===== src/rtl/picorv32_posted_write_buffer.sv =====
// Posted-write buffer between the PicoRV32 native memory port and the AHB adapter.
// Writes are acked at once and queued; reads wait until the queue has drained.
module picorv32_posted_write_buffer #(
  parameter int unsigned DEPTH = 4
) (
  input  logic                    clk,
  input  logic                    resetn,
  input  logic                    up_mem_valid,
  input  logic                    up_mem_instr,
  input  logic [31:0]             up_mem_addr,
  input  logic [31:0]             up_mem_wdata,
  input  logic [3:0]              up_mem_wstrb,
  output logic                    up_mem_ready,
  output logic [31:0]             up_mem_rdata,
  output logic                    dn_mem_valid,
  output logic                    dn_mem_instr,
  output logic [31:0]             dn_mem_addr,
  output logic [31:0]             dn_mem_wdata,
  output logic [3:0]              dn_mem_wstrb,
  input  logic                    dn_mem_ready,
  input  logic [31:0]             dn_mem_rdata,
  output logic [$clog2(DEPTH):0]  wb_count,
  output logic                    wb_empty
);

  localparam int unsigned PW = $clog2(DEPTH);
  localparam int unsigned CW = PW + 1;

  typedef enum logic [1:0] {ST_IDLE, ST_DRAIN, ST_READ, ST_RESP} state_e;

  typedef struct packed {
    logic        instr;
    logic [31:0] addr;
    logic [31:0] wdata;
    logic [3:0]  wstrb;
  } wb_entry_t;

  state_e          state_q, state_d;
  wb_entry_t       mem_q [DEPTH];
  logic [PW-1:0]   wr_ptr_q, wr_ptr_d, rd_ptr_q, rd_ptr_d;
  logic [CW-1:0]   count_q, count_d;
  logic            empty_q, empty_d;
  logic            rd_pend_q, rd_pend_d;
  logic            rd_instr_q, rd_instr_d;
  logic [31:0]     rd_addr_q, rd_addr_d;
  logic            up_ready_q, up_ready_d;
  logic [31:0]     up_rdata_q, up_rdata_d;
  logic            dn_valid_q, dn_valid_d;
  logic            dn_instr_q, dn_instr_d;
  logic [31:0]     dn_addr_q, dn_addr_d;
  logic [31:0]     dn_wdata_q, dn_wdata_d;
  logic [3:0]      dn_wstrb_q, dn_wstrb_d;

  logic            full_c, accept_c, push_c, rd_acc_c, pop_c;
  wb_entry_t       head_c, push_entry_c;

  // Requests are taken only outside the ack cycle and while no read is pending.
  assign full_c       = (count_q == CW'(DEPTH));
  assign accept_c     = up_mem_valid && !up_ready_q && !rd_pend_q;
  assign push_c       = accept_c && (up_mem_wstrb != 4'b0000) && !full_c;
  assign rd_acc_c     = accept_c && (up_mem_wstrb == 4'b0000);
  assign head_c       = mem_q[rd_ptr_q];
  assign push_entry_c = '{instr: up_mem_instr, addr: up_mem_addr,
                          wdata: up_mem_wdata, wstrb: up_mem_wstrb};

  always_comb begin
    state_d    = state_q;
    wr_ptr_d   = wr_ptr_q;
    rd_ptr_d   = rd_ptr_q;
    rd_pend_d  = rd_pend_q;
    rd_instr_d = rd_instr_q;
    rd_addr_d  = rd_addr_q;
    up_ready_d = 1'b0;
    up_rdata_d = up_rdata_q;
    dn_valid_d = dn_valid_q;
    dn_instr_d = dn_instr_q;
    dn_addr_d  = dn_addr_q;
    dn_wdata_d = dn_wdata_q;
    dn_wstrb_d = dn_wstrb_q;
    pop_c      = 1'b0;

    if (push_c) begin
      up_ready_d = 1'b1;
      wr_ptr_d   = wr_ptr_q + PW'(1);
    end
    if (rd_acc_c) begin
      rd_pend_d  = 1'b1;
      rd_addr_d  = up_mem_addr;
      rd_instr_d = up_mem_instr;
    end

    // Draining beats a pending read, so a read never overtakes a queued write.
    case (state_q)
      ST_IDLE: begin
        if (count_q != '0) begin
          state_d    = ST_DRAIN;
          dn_valid_d = 1'b1;
          dn_instr_d = head_c.instr;
          dn_addr_d  = head_c.addr;
          dn_wdata_d = head_c.wdata;
          dn_wstrb_d = head_c.wstrb;
        end else if (rd_pend_q) begin
          state_d    = ST_READ;
          dn_valid_d = 1'b1;
          dn_instr_d = rd_instr_q;
          dn_addr_d  = rd_addr_q;
          dn_wdata_d = '0;
          dn_wstrb_d = '0;
        end
      end
      ST_DRAIN: begin
        if (dn_mem_ready) begin
          pop_c      = 1'b1;
          rd_ptr_d   = rd_ptr_q + PW'(1);
          dn_valid_d = 1'b0;
          state_d    = ST_IDLE;
        end
      end
      ST_READ: begin
        if (dn_mem_ready) begin
          up_rdata_d = dn_mem_rdata;
          up_ready_d = 1'b1;
          dn_valid_d = 1'b0;
          state_d    = ST_RESP;
        end
      end
      ST_RESP: begin
        rd_pend_d = 1'b0;
        state_d   = ST_IDLE;
      end
      default: state_d = ST_IDLE;
    endcase

    count_d = count_q + CW'(push_c) - CW'(pop_c);
    empty_d = (count_d == '0);
  end

  always_ff @(posedge clk or negedge resetn) begin
    if (!resetn) begin
      state_q    <= ST_IDLE;
      wr_ptr_q   <= '0;
      rd_ptr_q   <= '0;
      count_q    <= '0;
      empty_q    <= 1'b1;
      rd_pend_q  <= 1'b0;
      rd_instr_q <= 1'b0;
      rd_addr_q  <= '0;
      up_ready_q <= 1'b0;
      up_rdata_q <= '0;
      dn_valid_q <= 1'b0;
      dn_instr_q <= 1'b0;
      dn_addr_q  <= '0;
      dn_wdata_q <= '0;
      dn_wstrb_q <= '0;
    end else begin
      state_q    <= state_d;
      wr_ptr_q   <= wr_ptr_d;
      rd_ptr_q   <= rd_ptr_d;
      count_q    <= count_d;
      empty_q    <= empty_d;
      rd_pend_q  <= rd_pend_d;
      rd_instr_q <= rd_instr_d;
      rd_addr_q  <= rd_addr_d;
      up_ready_q <= up_ready_d;
      up_rdata_q <= up_rdata_d;
      dn_valid_q <= dn_valid_d;
      dn_instr_q <= dn_instr_d;
      dn_addr_q  <= dn_addr_d;
      dn_wdata_q <= dn_wdata_d;
      dn_wstrb_q <= dn_wstrb_d;
    end
  end

  // Entry storage needs no reset; validity is tracked by the pointers and count.
  always_ff @(posedge clk) begin
    if (push_c) begin
      mem_q[wr_ptr_q] <= push_entry_c;
    end
  end

  assign up_mem_ready = up_ready_q;
  assign up_mem_rdata = up_rdata_q;
  assign dn_mem_valid = dn_valid_q;
  assign dn_mem_instr = dn_instr_q;
  assign dn_mem_addr  = dn_addr_q;
  assign dn_mem_wdata = dn_wdata_q;
  assign dn_mem_wstrb = dn_wstrb_q;
  assign wb_count     = count_q;
  assign wb_empty     = empty_q;

endmodule


===== config.mk =====
export PLATFORM = sky130hd
export DESIGN_NAME = picorv32_posted_write_buffer
export DESIGN_NICKNAME = d
export VERILOG_FILES = /design/src/rtl/picorv32_posted_write_buffer.sv
export SDC_FILE = /design/constraint.sdc
export NUM_CORES = 1
export LEC_CHECK = 0
export CAP_MARGIN = 20
export CORE_MARGIN = 2
export CORE_UTILIZATION = 50
export CTS_CLUSTER_DIAMETER = 60
export DETAILED_ROUTE_END_ITERATION = 7
export HOLD_SLACK_MARGIN = 0.08
export PLACE_DENSITY_LB_ADDON = 0.08
export SLEW_MARGIN = 20
export SYNTH_ARGS = -nofsm -noshare
export SYNTH_HDL_FRONTEND = slang
export SYNTH_SLANG_ARGS = --single-unit

===== constraint.sdc =====
create_clock -name clk -period 5.05 [get_ports clk]
set_clock_uncertainty 0.05 [all_clocks]
set_input_delay 1.2625 -clock clk [delete_from_list [all_inputs] [get_ports clk]]
set_output_delay 1.2625 -clock clk [all_outputs]
set_load 0.02 [all_outputs]

# Yosys cells after proc, flatten, opt, wreduce, memory -nomap -nowiden
# Memories as Yosys holds them, arrays and structs flattened.
# Cells that the tools add are included.
op_classes:
  n_mux: 25
  eq_ne: 8
  addsub: 4
  reduce_logical: 22
op_table:
  columns: ["op", "count"]
  rows:
  - ["32-bit 2-to-1 mux", 4]
  - ["1-bit 2-to-1 mux", 13]
  - ["2-bit 2-to-1 mux", 4]
  - ["4-bit 2-to-1 mux", 2]
  - ["2-bit one-hot mux with 4 select lines", 1]
  - ["2-bit AND reduction", 3]
  - ["3-bit AND reduction", 2]
  - ["2-bit nonzero test", 3]
  - ["1-bit logical AND", 5]
  - ["2-bit by 1-bit adder with 2-bit output (second input constant)", 2]
  - ["2-bit == test (second input constant)", 2]
  - ["4-bit zero test", 1]
  - ["2-bit != test (second input constant)", 2]
  - ["4-bit nonzero test", 1]
  - ["3-bit by 1-bit adder with 3-bit output", 1]
  - ["3-bit == test (second input constant)", 1]
  - ["1-bit zero test", 3]
  - ["3-bit zero test", 1]
  - ["3-bit != test (second input constant)", 1]
  - ["3-bit nonzero test", 1]
  - ["3-bit by 1-bit subtractor with 3-bit output", 1]
  - ["2-bit by 1-bit == test with 1-bit output (second input constant)", 1]
  - ["2-bit zero test", 1]
  - ["2-bit by 1-bit != test with 1-bit output (second input constant)", 1]
  - ["2 further kinds", 2]
word_totals:
  ramBits: 276
  memories: 1
  elab_cells: 75
  ff_bits: 147
memory_table:
  columns: ["memory", "words", "width", "rd", "rd_ports_with_merged_regs", "wr", "line_no", "text"]
  rows:
  - ["mem_q", 4, 69, 1, 0, 1, "39", "wb_entry_t mem_q [DEPTH];"]

# Depth between registers and ports, before layout
# Gate-level depths: netlist of run 1.
logic_depth:
  word_depth: 8
  mapped_depth: 10
  mapped_depth_nobuf: 9

# Least setup slack after synthesis of run 1
# No wires, ideal clock.
synth_path:
  kind: "in2reg"
  from: "in up_mem_valid"
  to: "mem mem_q[0][0] in the netlist's numbering, enable pin"
  required_time_ps: 4565
  path_slack_ps: 863
  stages: 3
  arrival_ps: 3702
  cell_sequence: "or3b_1 a211oi_2 and2_1"
synth_via:
  elab_chain_len: 6
synth_lines:
  columns: ["element", "line_no", "text"]
  rows:
  - ["start, declared", "8", "input logic up_mem_valid,"]
  - ["1-bit logical AND (2 in series)", "59", "assign accept_c = up_mem_valid && !up_ready_q && !rd_pend_q;"]
  - ["1-bit logical AND (2 in series)", "60", "assign push_c = accept_c && (up_mem_wstrb != 4'b0000) && !full_c;"]
  - ["1-bit 2-to-1 mux", "176", "if (push_c) begin"]
  - ["1-bit 2-to-1 mux (not written as such)", "177", "mem_q[wr_ptr_q] <= push_entry_c;"]
  - ["end, declared", "39", null]
# No other way between the ends.

# Worst setup path after layout of run 1
layout_path:
  from: "in up_mem_valid"
  to: "reg empty_q, in the netlist wb_empty"
layout_via:
  elab_chain_len: 7
layout_lines:
  columns: ["element", "line_no", "text"]
  rows:
  - ["1-bit logical AND (2 in series)", "59", null]
  - ["1-bit logical AND (2 in series)", "60", null]
  - ["3-bit by 1-bit adder with 3-bit output", "134", "count_d = count_q + CW'(push_c) - CW'(pop_c);"]
  - ["3-bit by 1-bit subtractor with 3-bit output", "134", null]
  - ["named net count_d[2]", "41", "logic [CW-1:0] count_q, count_d;"]
  - ["3-bit zero test", "135", "empty_d = (count_d == '0);"]
  - ["named net empty_d", "42", "logic empty_q, empty_d;"]
  - ["end signal, assigned", "160", "empty_q <= empty_d;"]
  - ["end, declared", "42", null]
# The timed path passes the listed nets, and every way through them passes these cells.
# A chain may end at the register's enable or synchronous reset.

==> results.tsv, run 1 <==
metric	value	unit
tightest_slew	1110	ps
ys_types	39	
start_kind	primary input	
grt_use_total	0.199	
die_y	183	um
grt_pass1_wl	50300	um
post_cts_buffers	0	
antenna_found_initial	0	
drt_iter0_markers	554	
grt_start_max_net_pins	96	
fin_util	0.635	
crit_arrival	3950	ps
antenna_cells	0	
max_slew_margin	0.263	
vias	8301	
status	completed	
r2r_start	rd_pend_q	
finalCritPeriodShare	0.704	
wirelength	32600	um
cts_tree	done	
synth-seq-cells	423	
ant_nets	0	
synthCells	828	
setup_slack	1490	ps
placedInstanceArea	18500	sq um
multi_input_area	3760	sq um
clockBufferDepth	3	
drcViolationCount	0	
holdBufCountCts	0	
dpl_worst_slack	1000	ps
cp.buffers_inverters	3	
register_area	12000	sq um
finalCriticalPeriod	3560	ps
syn_nets	944	
rsz0062_at_grt	false	
finalInstanceArea	20000	sq um
timing.rr.end	wb_empty	
synth_edf_count	276	
cp_slowest_cell	a211oi_2	
clock_latency	530	ps
numCtsBuffers	42	
fillers	2201	
timing.final.setup_violations	0	
rrSetupSlack	2180	ps
grt_pass1_vias	8582	
num_rows	65	
io_pins	212	
io_buffers	211	
crit_fanout	8	
fmax	0.281	GHz
async_flop_share	0.348	
clkSinkCount	423	
die_w	183	um
combinationalPowerShare	0.331	
finalHoldViolCount	0	
drt-vias-per-instance	5.59	
seqPwrFrac	0.420	
drive_gt1_frac	0.210	
gp_congestion	0.717	
ys.flop_type	edfxtp_1	
p_int	8.83	mW
path_cells	clkdlybuf4s50_1 -> or3b_1 -> a211oi_2 -> inv_1 -> ha_1 -> inv_1 -> ha_1 -> fa_1 -> xnor2_1 -> nor3_1	
max_stage_delay	510	ps
holdPathEnd	up_mem_rdata[12]	
p_total	12.8	mW
maxCapViolCount	0	
critPathKind	primary input to register	
finalNetCount	1167	
crit_path_end_kind	register	
core-area	31500	sq um
slew_viol_final	0	
ys_seq_area_frac	0.750	
yosysWarningCount	0	
worstHoldStart	up_mem_rdata[12]	
start_util	0.507	
p_leak	7.44	nW
power.density	643	nW/um^2
grt_overflow	0	
r2r_cells	9	
switching_share	0.312	
ir_worst_vdd	0.000337	V
areaGrowthSynthToFinish	25.1	%
firstDrtPassIters	5	
fin_cells	1486	
pwr-share-clk	0.248	
hold_ws	452	ps
critical_path.top_delay_family	adder cells	
drt-wirelength-per-cell	21.9	um
clk_pin_slew	60	ps
postCtsResizedCells	0	
min_path_cells	1	
dieArea	33400	sq um
setup_tns	0	ps
syn-cell-area	16000	sq um
min_path_type	register to register	
placed_cells	1409	
cts_max_level	2	
dp_hpwl	19100	um
syn_avg_cell_area	19.3	sq um
power_switching	4.01	mW
clockRootBuffer	clkbuf_16	
cp.required	5450	ps
-- cells in the mapped netlist, types with 11 or more instances --
| master | instances | share of area |
|---|---|---|
| nor2_1 | 35 | 0.0082 |
| mux4_2 | 69 | 0.097 |
| buf_2 | 11 | 0.0034 |
| edfxtp_1 | 276 | 0.52 |
| a22o_1 | 36 | 0.020 |
| a21oi_1 | 67 | 0.021 |
| nand2_1 | 36 | 0.0085 |
| mux2_4 | 29 | 0.027 |
| mux2_2 | 36 | 0.025 |
| clkbuf_1 | 22 | 0.0052 |
| dfrtp_1 | 146 | 0.23 |
-- worst max-delay path by stage --
stage | from | slack, ps | endpoint | cells after the start
after floorplan | up_mem_valid | 860 | mem_q[0][0] | 3
after global placement | up_mem_valid | 1000 | wb_empty | 10
after detailed placement | up_mem_valid | 1000 | wb_empty | 10
after CTS | up_mem_valid | 1520 | wb_empty | 10
after global routing | up_mem_valid | 1330 | wb_empty | 10
final | up_mem_valid | 1490 | wb_empty | 10
-- power groups by stage --
stage	combinational [mW]	clock, mW	sequential [mW]
after floorplan	2.35	0	5.65
after global placement	4.27	0	5.46
after detailed placement	4.30	0	5.48
after CTS	4.31	3.25	5.42
after global routing	4.58	3.40	5.53
final	4.25	3.19	5.40
-- per-layer routing --
layer | vias up | GRT usage | routed length, um
li1 | 3670 | - | -
met1 | 4318 | 0.288 | 14500
met2 | 263 | 0.320 | 15600
met3 | 50 | 0.0327 | 1990
met4 | 0 | 0.0500 | 556
met5 | - | 0 | 0
-- worst register-to-register path, stage by stage (launching register included) --
cell and delay (ps):
dfrtp_1 470, or3b_1 420, a211oi_2 510, inv_1 100, ha_1 300, inv_1 40, ha_1 190, fa_1 420
xnor2_1 150, nor3_1 140
-- logic make-up after synthesis --
logic type / count (synthesis) / synth area share
AO/OA/AOI/OAI: 113 / 0.0472
XOR/XNOR: 5 / 0.00274
adder cells (fa/ha/maj): 11 / 0.00909
buffers and inverters: 55 / 0.0166
flip-flops: 423 / 0.750
multiplexers: 136 / 0.151
AND/OR/NAND/NOR: 85 / 0.0233
-- cell usage in the layout (no fill, tap or decap), drive strengths merged, types with 3 or more instances in the layout --
| master | Yosys | final |
|---|---|---|
| xnor2 | 3 | 3 |
| ha | 10 | 10 |
| a21oi | 67 | 67 |
| clkdlybuf4s50 | 0 | 210 |
| nor2 | 35 | 35 |
| nand2 | 36 | 36 |
| mux4 | 69 | 69 |
| inv | 10 | 10 |
| edfxtp | 276 | 276 |
| a22o | 36 | 36 |
| mux2 | 66 | 66 |
| clkinv | 0 | 10 |
| bufinv | 0 | 4 |
| dfrtp | 146 | 146 |
| and2 | 5 | 5 |
| buf | 23 | 14 |
| clkbuf | 22 | 63 |
-- sequential cells by signal, indices dropped and copies added (netlist names) --
name          flops
dn_mem_instr      1
up_mem_rdata     32
rd_pend_q         1
state_q           2
rd_addr_q        32
dn_mem_wstrb      4
rd_ptr_q          2
wr_ptr_q          2
wb_count          3
mem_q           276
wb_empty          1
dn_mem_valid      1
dn_mem_wdata     32
up_mem_ready      1
dn_mem_addr      32
rd_instr_q        1
-- cell type report --
cell class	count	share of cell area
clock buffers	63	0.0638
well taps	402	0.0252
multi-input cells	350	0.188
inverters	10	0.00188
repair buffers	224	0.113
flip-flops and latches	423	0.600
clock inverters	14	0.00839
No activity file was read; power rests on OpenSTA's default activity.
==> inputs of run 2 (changes only) <==
==> constraint.sdc (replaced) <==
create_clock -name clk -period 3.5 [get_ports clk]
set_clock_uncertainty 0.05 [all_clocks]
set_input_delay 0.875 -clock clk [delete_from_list [all_inputs] [get_ports clk]]
set_output_delay 0.875 -clock clk [all_outputs]
set_load 0.02 [all_outputs]
==> run 2 against run 1 <==
Net effect:
- sequential power is 41% higher
- via count is 0.42% higher
- count of clock-buffer cells in the layout is 5 lower
- worst setup slack worse by 940 ps
- wire length is 0.91% higher
- critical endpoint unchanged
==> results.tsv, run 2 (synthesis gave the netlist of run 1 again) <==
metric	value	unit	change
min_path_type	primary input to asynchronous set/reset pin		was register to register
ir_worst_vdd	0.000512	V	was 0.000337 V
cts_tree	done		unchanged
tightest_slew	1080	ps	was 1110 ps
drt-vias-per-instance	5.55		was 5.59
firstDrtPassIters	4		was 5
grt_pass1_wl	51800	um	was 50300 um
crit_path_end_kind	register		unchanged
p_leak	7.53	nW	was 7.44 nW
core-area	31500	sq um	unchanged
crit_fanout	2		was 8
rsz0062_at_grt	false		unchanged
cts_max_level	2		unchanged
vias	8336		was 8301
drt-wirelength-per-cell	21.9	um	about the same
wirelength	32900	um	was 32600 um
final_cell_mix	edfxtp_1, clkdlybuf4s50_1, dfrtp_1, mux4_2, a21oi_1		unchanged
grt_start_max_net_pins	69		was 96
clk_pin_slew	60	ps	about the same
placedInstanceArea	18700	sq um	was 18500 sq um
slew_viol_final	0		unchanged
grt_overflow	0		unchanged
finalCritPeriodShare	0.842		
die_w	183	um	unchanged
start_util	0.507		unchanged
drive_gt1_frac	0.217		was 0.210
crit_arrival	3330	ps	was 3950 ps
finalCriticalPeriod	2950	ps	
hold_ws	323	ps	was 452 ps
holdBufCountCts	0		unchanged
dp_hpwl	19800	um	was 19100 um
start_kind	primary input		unchanged
path_cells	clkdlybuf4s50_1 -> or3b_1 -> a211oi_2 -> inv_1 -> ha_1 -> inv_1 -> ha_1 -> fa_1 -> xnor2_1 -> nor3_1		unchanged
numCtsBuffers	44		was 42
critPathKind	primary input to register		unchanged
top_register	mem_q		unchanged
finalInstanceArea	20200	sq um	was 20000 sq um
antenna_found_initial	2		was 0
power.density	927	nW/um^2	was 643 nW/um^2
cp_slowest_cell	clkdlybuf4s50_1		was a211oi_2
setup_tns	0	ps	unchanged
clockBufferDepth	3		unchanged
p_total	18.7	mW	was 12.8 mW
grt_use_total	0.203		was 0.199
mostFrequentLayoutCell	edfxtp_1		unchanged
die_y	183	um	unchanged
grt_pass1_vias	8900		was 8582
io_pins	212		unchanged
clock_latency	520	ps	was 530 ps
finalHoldViolCount	0		unchanged
drcViolationCount	0		unchanged
maxCapViolCount	0		unchanged
postCtsResizedCells	0		unchanged
post_cts_buffers	0		unchanged
io_buffers	211		unchanged
gp_congestion	0.697		was 0.717
max_stage_delay	450	ps	was 510 ps
dieArea	33400	sq um	unchanged
antenna_cells	0		unchanged
drt_iter0_markers	490		was 554
clockRootBuffer	clkbuf_16		unchanged
max_slew_margin	0.280		was 0.263
num_rows	65		unchanged
finalNetCount	1181		was 1167
cp.required	3890	ps	was 5450 ps
timing.final.setup_violations	0		unchanged
areaGrowthSynthToFinish	26.5	%	was 25.1%
clkSinkCount	423		unchanged
status	completed		unchanged
largest_reg_flops	276		unchanged
fmax	0.339	GHz	
ant_nets	0		unchanged
fillers	2203		was 2201
## run 2: stage by stage
step / utilization / cells / setup WS [ps]
final: 0.641 / 1501 / 552
after global placement: 0.595 / 1421 / 185
after CTS: 0.641 / 1501 / 557
after floorplan: - / 828 / 440
after global routing: 0.641 / 1501 / 426
after detailed placement: 0.595 / 1421 / 56.1
## run 2: cell type report
class                   instances  area (sq um)  share of cell area
clock buffers                  58          1230              0.0612
repair buffers                236          2450               0.121
flip-flops and latches        423         12000               0.593
inverters                      10          37.5             0.00186
clock inverters                22           229              0.0113
multi-input cells             350          3760               0.186
well taps                     402           503              0.0249
## run 2: report_power, final
group          total (mW)  switching (mW)  internal (mW)
Combinational        6.43            3.20           3.22
Sequential           7.63           0.833           6.80
Clock                4.66            1.82           2.84
Total                18.7            5.85           12.9
## run 2: final timing paths
kind                                       start               end  depth (start not counted)  slack [ps]
worst max-delay path                up_mem_valid          wb_empty                         10         550
worst min register to register  up_mem_rdata[19]  up_mem_rdata[19]                          1         450
max in group asynchronous                 resetn       rd_ptr_q[1]                          2        2260
worst max register to register         rd_pend_q          wb_empty                          9         850
min in group clk                up_mem_rdata[19]  up_mem_rdata[19]                          1         450
worst min-delay path                      resetn   dn_mem_addr[17]                          1         320
## run 2: routing by layer
metal	up-vias	part of all wire	GRT usage
met3	47	0.061	0.0423
met1	4344	0.44	0.282
met5	-	0.00070	0
li1	3698	-	-
met2	243	0.48	0.334
met4	4	0.016	0.0461
## run 2: critical path, delay by kind of cell
kind | cells | cell delay [ps]
XOR/XNOR | 1 | 160
buffers and inverters | 3 | 570
AO/OA/AOI/OAI | 1 | 280
adder cells (fa/ha/maj) | 3 | 880
AND/OR/NAND/NOR | 2 | 560
